### src/rtl/inst_encoder.sv
// ---------------------------------------------------------------------------
// inst_encoder
//
// Packs MIPS-style instruction field bundles into 32-bit instruction words
// for an instruction-memory writer. A session starts with start/length in
// IDLE. In RUN the block accepts exactly `length` legal bundles, encodes each
// one and presents it downstream with its word address (0, 1, 2, ...). The
// session ends with a one-cycle done pulse once the last word is taken.
// Bundles with the illegal format code are consumed, produce no word and set
// a sticky err flag.
//
// Ports
//   clk, rst           clock, synchronous active-high reset
//   start, length      session start request and word count (IDLE only)
//   in_valid/in_ready  field bundle handshake
//   fmt                0=R, 1=I, 2=J, 3=illegal
//   opcode .. inst_index  instruction fields
//   out_valid/out_ready   encoded word handshake
//   out_inst, out_addr    encoded word and its address within the session
//   busy               high while a session is running
//   done               one-cycle pulse at session end
//   err                sticky illegal-format flag
// ---------------------------------------------------------------------------
module inst_encoder (
   input  logic        clk,
   input  logic        rst,
   input  logic        start,
   input  logic [11:0] length,
   input  logic        in_valid,
   output logic        in_ready,
   input  logic [1:0]  fmt,
   input  logic [5:0]  opcode,
   input  logic [4:0]  rs,
   input  logic [4:0]  rt,
   input  logic [4:0]  rd,
   input  logic [4:0]  sa,
   input  logic [5:0]  funct,
   input  logic [15:0] immediate,
   input  logic [25:0] inst_index,
   output logic        out_valid,
   input  logic        out_ready,
   output logic [31:0] out_inst,
   output logic [11:0] out_addr,
   output logic        busy,
   output logic        done,
   output logic        err
);

   localparam logic [1:0] FMT_R   = 2'd0;
   localparam logic [1:0] FMT_I   = 2'd1;
   localparam logic [1:0] FMT_J   = 2'd2;
   localparam logic [1:0] FMT_ILL = 2'd3;

   typedef enum logic {
      S_IDLE = 1'b0,
      S_RUN  = 1'b1
   } state_t;

   // Field packing; fields that the format does not use are ignored.
   function automatic logic [31:0] encode(
      input logic [1:0]  f,
      input logic [5:0]  op,
      input logic [4:0]  f_rs,
      input logic [4:0]  f_rt,
      input logic [4:0]  f_rd,
      input logic [4:0]  f_sa,
      input logic [5:0]  f_funct,
      input logic [15:0] f_imm,
      input logic [25:0] f_index
   );
      logic [31:0] w;
      case (f)
         FMT_R:   w = {op, f_rs, f_rt, f_rd, f_sa, f_funct};
         FMT_I:   w = {op, f_rs, f_rt, f_imm};
         FMT_J:   w = {op, f_index};
         default: w = 32'd0;
      endcase
      return w;
   endfunction

   state_t      state_q,      state_d;
   logic [11:0] length_q,     length_d;
   logic [11:0] accept_cnt_q, accept_cnt_d;
   logic [11:0] emit_cnt_q,   emit_cnt_d;
   logic        out_valid_q,  out_valid_d;
   logic [31:0] out_inst_q,   out_inst_d;
   logic [11:0] out_addr_q,   out_addr_d;
   logic        busy_q,       busy_d;
   logic        done_q,       done_d;
   logic        err_q,        err_d;

   logic in_fire;
   logic in_legal;
   logic out_fire;

   // in_ready is combinational so a word can be replaced in the same cycle
   // it is taken downstream (one word per cycle). Gating with rst keeps the
   // handshake closed during a reset cycle even if the session was running.
   assign in_ready = !rst && (state_q == S_RUN)
                     && (!out_valid_q || out_ready)
                     && (accept_cnt_q < length_q);

   assign in_fire  = in_valid && in_ready;
   assign in_legal = (fmt != FMT_ILL);
   assign out_fire = out_valid_q && out_ready;

   always_comb begin
      state_d      = state_q;
      length_d     = length_q;
      accept_cnt_d = accept_cnt_q;
      emit_cnt_d   = emit_cnt_q;
      out_valid_d  = out_valid_q;
      out_inst_d   = out_inst_q;
      out_addr_d   = out_addr_q;
      err_d        = err_q;
      done_d       = 1'b0;

      case (state_q)
         S_IDLE: begin
            if (start) begin
               length_d     = length;
               accept_cnt_d = 12'd0;
               emit_cnt_d   = 12'd0;
               err_d        = 1'b0;
               // An empty session completes immediately without entering RUN.
               if (length == 12'd0) begin
                  done_d = 1'b1;
               end else begin
                  state_d = S_RUN;
               end
            end
         end

         S_RUN: begin
            // start is deliberately not looked at here.
            if (out_fire) begin
               out_valid_d = 1'b0;
               emit_cnt_d  = emit_cnt_q + 12'd1;
            end

            if (in_fire) begin
               if (in_legal) begin
                  // Overrides the clear above when a word is taken and a new
                  // one arrives in the same cycle.
                  out_valid_d  = 1'b1;
                  out_inst_d   = encode(fmt, opcode, rs, rt, rd, sa, funct,
                                        immediate, inst_index);
                  out_addr_d   = accept_cnt_q;
                  accept_cnt_d = accept_cnt_q + 12'd1;
               end else begin
                  err_d = 1'b1;
               end
            end

            // The last word can only be in flight once every legal bundle
            // has been accepted, so no new word competes with this exit.
            if (out_fire && ((emit_cnt_q + 12'd1) == length_q)) begin
               state_d     = S_IDLE;
               done_d      = 1'b1;
               out_valid_d = 1'b0;
            end
         end

         default: begin
            state_d = S_IDLE;
         end
      endcase

      busy_d = (state_d == S_RUN);
   end

   always_ff @(posedge clk) begin
      if (rst) begin
         state_q      <= S_IDLE;
         length_q     <= 12'd0;
         accept_cnt_q <= 12'd0;
         emit_cnt_q   <= 12'd0;
         out_valid_q  <= 1'b0;
         out_inst_q   <= 32'd0;
         out_addr_q   <= 12'd0;
         busy_q       <= 1'b0;
         done_q       <= 1'b0;
         err_q        <= 1'b0;
      end else begin
         state_q      <= state_d;
         length_q     <= length_d;
         accept_cnt_q <= accept_cnt_d;
         emit_cnt_q   <= emit_cnt_d;
         out_valid_q  <= out_valid_d;
         out_inst_q   <= out_inst_d;
         out_addr_q   <= out_addr_d;
         busy_q       <= busy_d;
         done_q       <= done_d;
         err_q        <= err_d;
      end
   end

   assign out_valid = out_valid_q;
   assign out_inst  = out_inst_q;
   assign out_addr  = out_addr_q;
   assign busy      = busy_q;
   assign done      = done_q;
   assign err       = err_q;

endmodule

### config.mk
export PLATFORM = sky130hd
export DESIGN_NAME = inst_encoder
export DESIGN_NICKNAME = d
export VERILOG_FILES = /design/src/rtl/inst_encoder.sv
export SDC_FILE = /design/constraint.sdc
export NUM_CORES = 1
export LEC_CHECK = 0
export BUFFER_PORTS_ARGS = -buffer_cell sky130_fd_sc_hd__buf_4
export CORE_UTILIZATION = 45
export CTS_BUF_LIST = sky130_fd_sc_hd__clkbuf_16
export DETAILED_ROUTE_END_ITERATION = 8
export GPL_TIMING_DRIVEN = 0
export PLACE_DENSITY = 0.73
export SLEW_MARGIN = 20
export SYNTH_ARGS = -nofsm -noshare
export SYNTH_HDL_FRONTEND = slang
export SYNTH_SLANG_ARGS = --single-unit
### constraint.sdc
create_clock -name clk -period 2.75 [get_ports clk]
set_input_delay 0.1375 -clock clk [delete_from_list [all_inputs] [get_ports clk]]
set_output_delay 0.1375 -clock clk [all_outputs]
set_load 0.01 [all_outputs]
==> out/metrics.yaml <==
ys_types: 45
layout_commonest_cell: "buf_4"
io_buffers: 140
routed_via_density: 5.57
holdWs_ns: 0.0478
syn_inst: 525
rsz0062_at_grt: "true"
synthTopCellsByArea: "dfxtp_1, nand2_1, a21oi_1, a221oi_1, nor2_1"
finalSetupViolations: 0
area_growth_pct: 40.1
status: "completed"
report.final.slew_viol_count: 0
placed_cells: 773
final_design_area_no_fill_um2: 5880
cp-start-kind: "flop"
nets: 781
period_needed_ns: 2.67
drt_pass1_iterations: 4
fp.dieH_um: 98.6
drc: 0
hpwl_um: 9710
path_max_fanout: 10
synth.area.mux_share_pct: 5.28
grtUsageTotal_pct: 26.9
critical_path_class: "flop to flop"
grt_antenna_before_repair: 0
synth_area_per_cell_um2: 7.99
hold_viol_final: 0
htreeDepth: 3
wl_met2_um: 6370
synth_area_um2: 4200
clk_latency_ns: 0.34
synth-seq-cells: 84
cts-hold-fix-buffers: 0
leakagePower_nw: 2.41
nFillCells: 731
layout.cells.non_filler: 788
syn_nets: 631
fin_util_pct: 66.1
drive_above_1_share_pct: 32.4
path_clk_slew_ns: 0.06
layout_common_cells: "buf_4, nand2_1, dfxtp_1"
row_count: 34
synth_top_area_share_pct: 40.1
max-vdd-ir-drop_v: 0.000253
setup_tns_ns: 0
antenna_cells: 0
tightest_slew_ns: 0.771
num_io_pins: 142
power.density_nw_per_um2: 483
grt_max_degree: 14
grt_pass1_wl_um: 20700
tritoncts: "done"
met3WireLength_um: 885
seq_area_um2: 1690
grt_remaining_overflow: 0
synth-edff-count: 0
end_kind: "flop"
grt_pass1_vias: 4376
finClkSkew_ns: 0.00702
synth_top_area_cell: "dfxtp_1"
relSlewSlack_pct: 48.6
max_freq_ghz: 0.375
synth_top_family_by_area: "simple AND/OR/NAND/NOR gates"
place.gp.congestion: 0.879
numCtsBuffers: 9
top_layer_used: "met4"
vias: 4392
synth-adder-area-share_pct: 3.88
seq_area_frac_synth_pct: 40.1
root_buffer: "clkbuf_16"
critPathRequiredTime_ns: 2.96
hp-class: "input pin to flop"
synth_flop_cell: "dfxtp_1"
synthXorXnorAreaFrac_pct: 3.55
period_share_pct: 97.0
drv_cap: 0
dieWidth_um: 98.6
ant_nets: 0
synth_simple_gate_area_share_pct: 24.7
core_area_um2: 8890
drt-met1-wl_um: 5270
initial_utilization_pct: 47.2
dieArea_um2: 9720
synth-async-reset-ratio_pct: 0
dr.first_iter.drc_count: 189
clock-sinks: 84
synth_compound_area_share_pct: 17.6
wl_um: 12800
synth-warning-count: 0
routedWlPerCell_um: 16.3
placed_cell_area_um2: 5380
crit_arrival_ns: 2.87
clock_path_buffers: 2
multi_input_area_um2: 2490
per-stage QoR:
| stage | power [mW] | worst slack (ns) |
|---|---|---|
| 3_5_place_dp | 1.66 | -0.0653 |
| 4_1_cts | 2.84 | -0.000682 |
| 6_report | 2.84 | 0.0830 |
| 5_1_grt | 2.95 | -0.00140 |
| 2_1_floorplan | 1.47 | 0.287 |
| 3_3_place_gp | 1.65 | -0.0533 |
routing by layer:
metal / up-vias / global-route usage [%]
li1: 2169 / -
met1: 2039 / 30.7
met2: 153 / 47.2
met3: 31 / 7.66
met4: 0 / 11.3
met5: - / 0
report_power, final:
group	switching (mW)	internal (mW)	total, mW
combinational	0.204	0.192	0.395
sequential	0.0255	1.25	1.27
clock	0.483	0.692	1.18
repair_timing:
| action | CTS | global route |
|---|---|---|
| pin swaps | 0 | 1 |
| resized for setup | 9 | 42 |
| setup endpoints to repair | 18 | 53 |
| buffers inserted | 0 | 0 |
sequential cells by signal (all words and copies together), names as in the netlist:
register and count:
accept_cnt_q 12, err 1, emit_cnt_q 12, busy 1
done 1, length_q 12, out_valid 1, out_addr 12
out_inst 32
path summary, 6_finish.rpt:
path                                           startpoint                   endpoint  slack (ns)  cells past startpoint
worst max-delay path            length_q[11]$_SDFFE_PP0P_   out_inst[5]$_SDFFE_PP0P_        0.08                     10
worst min-delay path                            opcode[3]  out_inst[29]$_SDFFE_PP0P_        0.05                      3
worst max register to register  length_q[11]$_SDFFE_PP0P_   out_inst[5]$_SDFFE_PP0P_        0.08                     10
worst min register to register   out_addr[0]$_SDFFE_PP0P_   out_addr[0]$_SDFFE_PP0P_        0.46                      2
cell type report:
type / instances / share of cell area, %
plain buffers: 36 / 2.96
clock buffers: 9 / 3.83
clock inverters: 7 / 1.02
inverters: 15 / 0.957
multi-input cells: 389 / 42.4
flip-flops and latches: 84 / 28.7
well taps: 108 / 2.30
repair buffers: 140 / 17.9
synth_stat cells, types with 4 or more instances:
master / n
nand2_1: 86
dfxtp_1: 84
nor2_1: 56
a21oi_1: 54
nor3_1: 34
clkbuf_1: 29
a221oi_1: 27
mux2_2: 17
nand3_1: 14
ha_1: 13
inv_1: 13
o21ai_0: 11
xnor2_1: 10
and3_1: 7
nor4_1: 7
xor2_1: 7
buf_2: 5
nand4_1: 4
o31ai_1: 4
or4_1: 4
cell families (layout without fill, tap and decap cells):
logic type | after synthesis | count (layout)
buffers and inverters | 52 | 207
multiplexers | 20 | 20
AO/OA/AOI/OAI | 111 | 111
flip-flops | 84 | 84
AND/OR/NAND/NOR | 228 | 228
adder cells (fa/ha/maj) | 13 | 13
XOR/XNOR | 17 | 17
critical path, cell delays in order (launching register included):
cell and delay (ns):
dfxtp_4 0.36, inv_1 0.05, ha_1 0.18, or3_4 0.33
a2111oi_4 0.35, nand2_2 0.16, or3_4 0.44, buf_6 0.16
buf_6 0.16, a221oi_1 0.27, nor3_1 0.07
(Power assumes the default switching activity.)
